<file path="config.mk">
export PLATFORM = sky130hd
export DESIGN_NAME = aes_round_ctrl_flat
export DESIGN_NICKNAME = d
export VERILOG_FILES = /design/src/rtl/aes_round_ctrl_if.sv /design/src/rtl/aes_round_ctrl.sv /design/src/flat_wrapper.sv
export SDC_FILE = /design/constraint.sdc
export NUM_CORES = 1
export LEC_CHECK = 0
export ABC_AREA = 1
export CAP_MARGIN = 20
export CORE_MARGIN = 2
export CORE_UTILIZATION = 30
export CTS_CLUSTER_DIAMETER = 60
export DETAILED_ROUTE_END_ITERATION = 7
export HOLD_SLACK_MARGIN = 0.1
export MAX_ROUTING_LAYER = met4
export PLACE_DENSITY = 0.6
export SYNTH_ARGS = -nofsm -noshare
export SYNTH_HDL_FRONTEND = slang
export SYNTH_SLANG_ARGS = --single-unit
</file>
<file path="constraint.sdc">
create_clock -name clk -period 2.1 [get_ports clk]
set_input_delay 0.315 -clock clk [delete_from_list [all_inputs] [get_ports clk]]
set_output_delay 0.315 -clock clk [all_outputs]
set_load 0.05 [all_outputs]
</file>
<file path="src/rtl/aes_round_ctrl_if.sv">
// Handshake and round-control bundle between aes_round_ctrl (master) and its datapath (slave).
// mode_dec / inv_sel exist only when AES_ROUND_CTRL_DECRYPT_EN is defined.
interface aes_round_ctrl_if;
  logic       in_valid;
  logic       in_ready;
  logic       load_state;
  logic       state_en;
  logic       ark_only;
  logic       mixcol_bypass;
  logic [3:0] round_idx;
  logic       out_valid;
  logic       out_ready;
  logic       busy;
`ifdef AES_ROUND_CTRL_DECRYPT_EN
  logic       mode_dec;
  logic       inv_sel;
`endif

  modport master (
    input  in_valid, out_ready,
`ifdef AES_ROUND_CTRL_DECRYPT_EN
    input  mode_dec,
    output inv_sel,
`endif
    output in_ready, load_state, state_en, ark_only, mixcol_bypass,
    output round_idx, out_valid, busy
  );

  modport slave (
    output in_valid, out_ready,
`ifdef AES_ROUND_CTRL_DECRYPT_EN
    output mode_dec,
    input  inv_sel,
`endif
    input  in_ready, load_state, state_en, ark_only, mixcol_bypass,
    input  round_idx, out_valid, busy
  );
endinterface

</file>
<file path="src/rtl/aes_round_ctrl.sv">
// AES round sequencer: IDLE -> INIT -> ROUND x(NR-1) -> FINAL -> DONE, one block at a time.
// Optional decrypt key ordering is enabled by defining AES_ROUND_CTRL_DECRYPT_EN.
module aes_round_ctrl #(
  parameter int NR = 10
) (
  input logic              clk,
  input logic              rst,
  aes_round_ctrl_if.master bus
);
  typedef enum logic [2:0] {
    IDLE  = 3'd0,
    INIT  = 3'd1,
    ROUND = 3'd2,
    FINAL = 3'd3,
    DONE  = 3'd4
  } state_e;

  localparam logic [3:0] NR_W       = 4'(NR);
  localparam logic [3:0] LAST_ROUND = 4'(NR - 1);

  state_e     state_q, state_d;
  logic [3:0] cnt_q, cnt_d;
  logic       dec_s;
  logic       in_ready_s, load_state_s, state_en_s, ark_only_s, mixcol_bypass_s;
  logic       out_valid_s, busy_s;
  logic [3:0] round_idx_s;

`ifdef AES_ROUND_CTRL_DECRYPT_EN
  logic inv_q, inv_d;
  assign dec_s       = inv_q;
  assign bus.inv_sel = inv_q & busy_s;
`else
  assign dec_s = 1'b0;
`endif

  // State, round counter and direction registers with synchronous reset
  always_ff @(posedge clk) begin
    if (rst) begin
      state_q <= IDLE;
      cnt_q   <= 4'd0;
`ifdef AES_ROUND_CTRL_DECRYPT_EN
      inv_q   <= 1'b0;
`endif
    end else begin
      state_q <= state_d;
      cnt_q   <= cnt_d;
`ifdef AES_ROUND_CTRL_DECRYPT_EN
      inv_q   <= inv_d;
`endif
    end
  end

  // Next-state logic and per-state control decode
  always_comb begin
    state_d         = state_q;
    cnt_d           = cnt_q;
    in_ready_s      = 1'b0;
    load_state_s    = 1'b0;
    state_en_s      = 1'b0;
    ark_only_s      = 1'b0;
    mixcol_bypass_s = 1'b0;
    out_valid_s     = 1'b0;
    round_idx_s     = 4'd0;
`ifdef AES_ROUND_CTRL_DECRYPT_EN
    inv_d           = inv_q;
`endif
    case (state_q)
      IDLE: begin
        cnt_d        = 4'd0;
        in_ready_s   = ~rst;
        load_state_s = bus.in_valid & ~rst;
        if (load_state_s) begin
          state_d = INIT;
`ifdef AES_ROUND_CTRL_DECRYPT_EN
          inv_d   = bus.mode_dec;
`endif
        end else begin
          state_d = IDLE;
        end
      end
      INIT: begin
        state_en_s  = 1'b1;
        ark_only_s  = 1'b1;
        round_idx_s = dec_s ? NR_W : 4'd0;
        cnt_d       = 4'd1;
        state_d     = ROUND;
      end
      ROUND: begin
        state_en_s  = 1'b1;
        round_idx_s = dec_s ? (NR_W - cnt_q) : cnt_q;
        // >= so a corrupted counter still falls through to FINAL
        if (cnt_q >= LAST_ROUND) begin
          cnt_d   = 4'd0;
          state_d = FINAL;
        end else begin
          cnt_d   = cnt_q + 4'd1;
          state_d = ROUND;
        end
      end
      FINAL: begin
        state_en_s      = 1'b1;
        mixcol_bypass_s = 1'b1;
        round_idx_s     = dec_s ? 4'd0 : NR_W;
        state_d         = DONE;
      end
      DONE: begin
        out_valid_s = 1'b1;
        if (bus.out_ready) begin
          state_d = IDLE;
        end else begin
          state_d = DONE;
        end
      end
      default: begin
        cnt_d   = 4'd0;
        state_d = IDLE;
      end
    endcase
  end

  assign busy_s            = (state_q != IDLE);
  assign bus.in_ready      = in_ready_s;
  assign bus.load_state    = load_state_s;
  assign bus.state_en      = state_en_s;
  assign bus.ark_only      = ark_only_s;
  assign bus.mixcol_bypass = mixcol_bypass_s;
  assign bus.round_idx     = round_idx_s;
  assign bus.out_valid     = out_valid_s;
  assign bus.busy          = busy_s;
endmodule

</file>
<file path="src/flat_wrapper.sv">
// flat-port wrapper written by rule: the top's interface ports become plain ports
module aes_round_ctrl_flat 
#(
  parameter int NR = 10
)
  (clk, rst, bus_in_valid, bus_out_ready, bus_in_ready, bus_load_state, bus_state_en, bus_ark_only, bus_mixcol_bypass, bus_round_idx, bus_out_valid, bus_busy);
  aes_round_ctrl_if bus_i ();
  input logic clk;
  input logic rst;
  input wire logic [$bits(bus_i.in_valid)-1:0] bus_in_valid;
  input wire logic [$bits(bus_i.out_ready)-1:0] bus_out_ready;
  output wire logic [$bits(bus_i.in_ready)-1:0] bus_in_ready;
  output wire logic [$bits(bus_i.load_state)-1:0] bus_load_state;
  output wire logic [$bits(bus_i.state_en)-1:0] bus_state_en;
  output wire logic [$bits(bus_i.ark_only)-1:0] bus_ark_only;
  output wire logic [$bits(bus_i.mixcol_bypass)-1:0] bus_mixcol_bypass;
  output wire logic [$bits(bus_i.round_idx)-1:0] bus_round_idx;
  output wire logic [$bits(bus_i.out_valid)-1:0] bus_out_valid;
  output wire logic [$bits(bus_i.busy)-1:0] bus_busy;
  assign bus_i.in_valid = bus_in_valid;
  assign bus_i.out_ready = bus_out_ready;
  assign bus_in_ready = bus_i.in_ready;
  assign bus_load_state = bus_i.load_state;
  assign bus_state_en = bus_i.state_en;
  assign bus_ark_only = bus_i.ark_only;
  assign bus_mixcol_bypass = bus_i.mixcol_bypass;
  assign bus_round_idx = bus_i.round_idx;
  assign bus_out_valid = bus_i.out_valid;
  assign bus_busy = bus_i.busy;
  aes_round_ctrl #(.NR(NR)) u_core (.clk(clk), .rst(rst), .bus(bus_i));
endmodule
</file>
==> reports/qor.yml, run 1 <==
clock_tree:
  cts_tree: "yes"
  clock-sinks: 7
  htreeDepth: 1
  cts_root_buf: "clkbuf_4"
  clock_latency_ps: 260
  ctsResizeCount: 0
  cts_hold_buf: 0
  ctsLongestPathBuffers: 2
  clkSlewWorstSetupHoldPaths_ps: 50
  cts_setup_buffers: 0
  numCtsBuffers: 3
routing:
  drt_wl_total_um: 1037
  wl_per_cell_um: 10.17
  drtIter0Drc: 7
  vias_per_cell: 4.814
  antenna_left: 0
  vias: 491
  dr.pass1.iters: 4
  drc: 0
floorplan:
  die_y_um: 42.37
  core.rowCount: 13
  ios: 15
  die-area_mm2: 0.001795
  die_w_um: 42.37
  start_util_pct: 33.11
  coreArea_mm2: 0.001334
global_route:
  met1_usage_pct: 16.58
  first_global_vias: 439
  grt.overflow.total: 0
  grt_pass1_wl_um: 1814
  busiest_layer: "met2"
  antenna_found_initial: 0
  grt_usage_pct: 13.78
  use_met2_pct: 19.08
  grt_max_degree: 8
  use_met3_pct: 3.448
power:
  p_leak_uw: 0.0003465
  peakVddDrop_v: 0.0002975
  power.density_mw_per_mm2: 542.9
  clock_power_share_pct: 36.1
  p_comb_share_pct: 23.8
  p_seq_share_pct: 40.1
  p_total_uw: 349.8
  switching_power_uw: 109.0
  p_int_uw: 240.9
  switching_share_pct: 31.15
place:
  dp_hpwl_um: 837.7
  routabilityCongestion: 0.8229
  dpl_cell_area_um2: 613.1
  preCtsSetupSlack_ps: 342.4
  portBuffers: 14
critical_path:
  start_kind: "flip-flop"
  cp.arrival_ps: 1720
  critical_path_class: "reg -> out"
  endpoint_kind: "primary output"
  worstRegToRegCells: 7
  critPathMaxFanout: 5
  required_ps: 1780
finish:
  syn_to_final_growth_pct: 45.89
  final_nets: 95
  nFillCells: 134
  n_antenna_cell: 0
  fin_area_um2: 644.4
  layout_commonest_cell: "nand2_1"
  drive_above_1_share_pct: 16.09
  mostFrequentLayoutCells: "nand2_1 (15), inv_1 (12), nand3_1 (11)"
status:
  status: "completed"
synth:
  synth-seq-cells: 7
  ys_warn_count: 0
  synthCells: 69
  synth.distinct_cells: 13
  syn_area_per_cell_um2: 6.401
  syn_nets: 76
  synthesis.area_um2: 441.7
  yosysSeqAreaShare_pct: 31.73
sta:
  tns_ps: 0
  worst_pin_slew_ps: 503.1
  fin_hold_ws_ps: 536.5
  maxSlewHeadroom_pct: 66.40
  fin_crit_sh_pct: 96.73
  clock.fmax_mhz: 492.3
  fin_skew_ps: 0.07705
  min_period_ps: 2031
  setup_slack_ps: 68.68
  finalMaxSlewViolations: 0
  hold_viol_final: 0
  setup_violations: 0
  grt_setup_unrepaired: "no"
worst_hold_path:
  whs_path_depth: 2
  hold_class: "reg -> reg"
job:
  cap_viol_max_count: 0
[worst max-delay path, stage by stage (launching register included)]
cell	delay [ps]
dfxtp_1	410
nand3_1	170
inv_1	80
clkdlybuf4s50_1	800
[metal layers]
layer / vias to the layer above / routed length [um]
met5: - / 0
met2: 17 / 460
met3: 4 / 73
li1: 255 / -
met4: 0 / 32
met1: 215 / 470
[power by group through the flow]
stage / registers [uW] / clock network [uW] / logic, uW
CTS: 140 / 130 / 84.4
global route: 140 / 141 / 89.5
detailed placement: 143 / 0 / 84.1
floorplan: 142 / 0 / 50.5
finish: 140 / 126 / 83.4
global placement: 143 / 0 / 84.2
[cell type report]
cell class                 instances  area, um2  share of cell area [%]
clock buffer                       4      26.28                   4.078
timing repair buffer              14      157.7                   24.47
multi-input combinational         49      252.7                   39.22
inverter                          13      48.80                   7.573
tap                               15      18.77                   2.913
sequential                         7      140.1                   21.75
[registers in the layout (all words and copies together), names as in the netlist]
name	cells
u_core.cnt_q	4
u_core.state_q	3
[stage by stage]
step	utilization [%]	cells
after global routing	48.31	102
after global placement	45.97	98
after detailed placement	45.97	98
final	48.31	102
after CTS	47.94	102
after floorplan	-	69
[cell families (layout without fill, tap and decap cells)]
| group | count (synthesis) | after routing | share of synthesized area [%] |
|---|---|---|---|
| buffers and inverters | 13 | 31 | 11.05 |
| adder cells (fa/ha/maj) | 3 | 3 | 8.499 |
| flip-flops | 7 | 7 | 31.73 |
| AO/OA/AOI/OAI | 8 | 8 | 10.48 |
| AND/OR/NAND/NOR | 38 | 38 | 38.24 |
[synthesized netlist by cell type (all sizes together)]
cell	number	area, um2
a21oi	7	38.79
dfxtp	7	140.1
ha	3	37.54
inv	13	48.79
nand2	17	68.81
nand3	11	55.05
nand4	1	6.260
nor2	9	38.79
o21a	1	7.510
[final timing paths]
path,from,endpoint,slack (ps)
setup / recovery,u_core.state_q[1]$_SDFF_PP0_,bus_mixcol_bypass,70
hold / removal,u_core.cnt_q[1]$_SDFFE_PP0N_,u_core.cnt_q[1]$_SDFFE_PP0N_,540
setup reg to reg,u_core.cnt_q[1]$_SDFFE_PP0N_,u_core.cnt_q[1]$_SDFFE_PP0N_,840
hold reg to reg,u_core.cnt_q[1]$_SDFFE_PP0N_,u_core.cnt_q[1]$_SDFFE_PP0N_,540
Power figures use the tool's default switching activity.
==> run 2: changes to the inputs <==
CORE_AREA = 2 2 39 41   (was not set)
CORE_MARGIN = not set   (was 2)
CORE_UTILIZATION = not set   (was 30)
DIE_AREA = 0 0 41 43   (was not set)
PLACE_DENSITY = 0.64   (was 0.6)
==> reports/qor.yml, run 2 (same netlist as run 1, synthesis figures left out) <==
status:
  status: "completed"  # unchanged
place:
  routabilityCongestion: 0.8858  # was 0.8229
  dp_hpwl_um: 811.6  # was 837.7 um
  portBuffers: 14  # unchanged
  dpl_cell_area_um2: 614.3  # was 613.1 um2
routing:
  vias_per_cell: 4.738  # was 4.814
  drt_wl_total_um: 988  # was 1037 um
  antenna_left: 0  # unchanged
  drtIter0Drc: 8  # was 7
  wl_per_cell_um: 9.592  # was 10.17 um
  vias: 488  # was 491
  drc: 0  # unchanged
  dr.pass1.iters: 4  # unchanged
job:
  cap_viol_max_count: 0  # unchanged
finish:
  fin_area_um2: 645.6  # was 644.4 um2
  final_nets: 95  # unchanged
  n_antenna_cell: 0  # unchanged
  mostFrequentLayoutCells: "nand2_1 (15), inv_1 (12), nand3_1 (11)"  # unchanged
  layout_commonest_cell: "nand2_1"  # unchanged
  drive_above_1_share_pct: 16.09  # unchanged
  largest_reg_flops: 4  # unchanged
  reg_top3: "u_core.cnt_q x4, u_core.state_q x3"  # unchanged
  post-route-util_pct: 46.65  # was 48.31%
  syn_to_final_growth_pct: 46.18  # was 45.89%
  largest-register: "u_core.cnt_q"  # unchanged
critical_path:
  start_kind: "flip-flop"  # unchanged
  worstReg2RegStart: "u_core.cnt_q[1]$_SDFFE_PP0N_"  # unchanged
  critical_path_class: "reg -> out"  # unchanged
  endpoint_kind: "primary output"  # unchanged
  cp.arrival_ps: 1700  # was 1720 ps
  critPathMaxFanout: 5  # unchanged
  crit_path_start: "u_core.state_q[1]$_SDFF_PP0_"  # unchanged
  required_ps: 1780  # about the same
global_route:
  first_global_vias: 410  # was 439
  grt_pass1_wl_um: 1649  # was 1814 um
  grt.overflow.total: 0  # unchanged
  grt_max_degree: 8  # unchanged
  grt_usage_pct: 14.64  # was 13.78%
  antenna_found_initial: 0  # unchanged
clock_tree:
  clock-sinks: 7  # unchanged
  clkSlewWorstSetupHoldPaths_ps: 50  # about the same
  ctsResizeCount: 0  # unchanged
  cts_setup_buffers: 0  # unchanged
  ctsLongestPathBuffers: 2  # unchanged
  clock_latency_ps: 250  # was 260 ps
  cts_hold_buf: 0  # unchanged
  cts_root_buf: "clkbuf_4"  # unchanged
  htreeDepth: 1  # unchanged
  cts_tree: "yes"  # unchanged
  numCtsBuffers: 3  # unchanged
sta:
  fin_hold_ws_ps: 530.9  # was 536.5 ps
  min_period_ps: 2012  # was 2031 ps
  grt_setup_unrepaired: "no"  # unchanged
  fin_crit_sh_pct: 95.82  # was 96.73%
  finalMaxSlewViolations: 0  # unchanged
  hold_viol_final: 0  # unchanged
  worst_pin_slew_ps: 504.2  # was 503.1 ps
  setup_violations: 0  # unchanged
  maxSlewHeadroom_pct: 66.33  # was 66.40%
  tns_ps: 0  # unchanged
  fin_skew_ps: 5.101  # was 0.07705 ps
  clock.fmax_mhz: 497.0  # was 492.3 MHz
floorplan:
  die_w_um: 41  # was 42.37 um
  start_util_pct: 31.92  # was 33.11%
  ios: 15  # unchanged
  die-area_mm2: 0.001763  # was 0.001795 mm2
  die_y_um: 43  # was 42.37 um
  coreArea_mm2: 0.001384  # was 0.001334 mm2
  core.rowCount: 14  # was 13
power:
  p_leak_uw: 0.0003466  # was 0.0003465 uW
  power.density_mw_per_mm2: 536.1  # was 542.9 mW/mm2
  peakVddDrop_v: 0.0002715  # was 0.0002975 V
worst_hold_path:
  min_from: "u_core.cnt_q[1]$_SDFFE_PP0N_"  # unchanged
  hold_class: "reg -> reg"  # unchanged
## run 2: cell counts in the layout (fill, tap and decap cells not counted)
Identical to the previous run, type by type.
## run 2: per-layer routing
metal	share of wire (%)	track usage [%]	up-vias
met5	0	-	-
met4	1.5	12.00	0
met3	3.5	4.712	2
met2	47	17.50	6
met1	48	19.09	225
li1	-	-	255
## run 2: worst paths after layout
path	endpoint	slack, ps	depth (start not counted)
max reg2reg	u_core.cnt_q[1]$_SDFFE_PP0N_	830	7
max	bus_round_idx[1]	90	3
min reg2reg	u_core.cnt_q[1]$_SDFFE_PP0N_	530	2
min	u_core.cnt_q[1]$_SDFFE_PP0N_	530	2
## run 2: stage by stage
step	setup slack, ps	total power (uW)	instances
after floorplan	166.0	192.6	69
after global placement	362.0	226.9	99
after detailed placement	346.5	227.3	99
after CTS	65.75	352.5	103
after global routing	19.57	364.3	103
final	87.86	346.1	103
## run 2: cell type report
type	count	area [um2]
Clock buffer	4	26.28
Fill cell	149	738.2
Multi-Input combinational cell	49	252.7
Timing Repair Buffer	14	157.7
Sequential cell	7	140.1
Tap cell	16	20.02
Inverter	13	48.80
## run 2: critical path: stages, from the launching register on
cell and delay, ps:
dfxtp_1 400, nand2_1 120, a21oi_1 120, clkdlybuf4s50_1 810
## run 2: where the power goes
group          switching [uW]  total, uW  leakage [uW]  internal, uW
logic                    51.9       83.9      0.000275          31.9
clock network            49.6        122     0.0000150          72.5
registers                4.01        140     0.0000567           136
==> run 3: changes to the inputs <==
CTS_CLUSTER_DIAMETER = 30   (was 60)
==> results of run 3 <==
No change in the layout: final DEF, timing and power equal those of run 2.
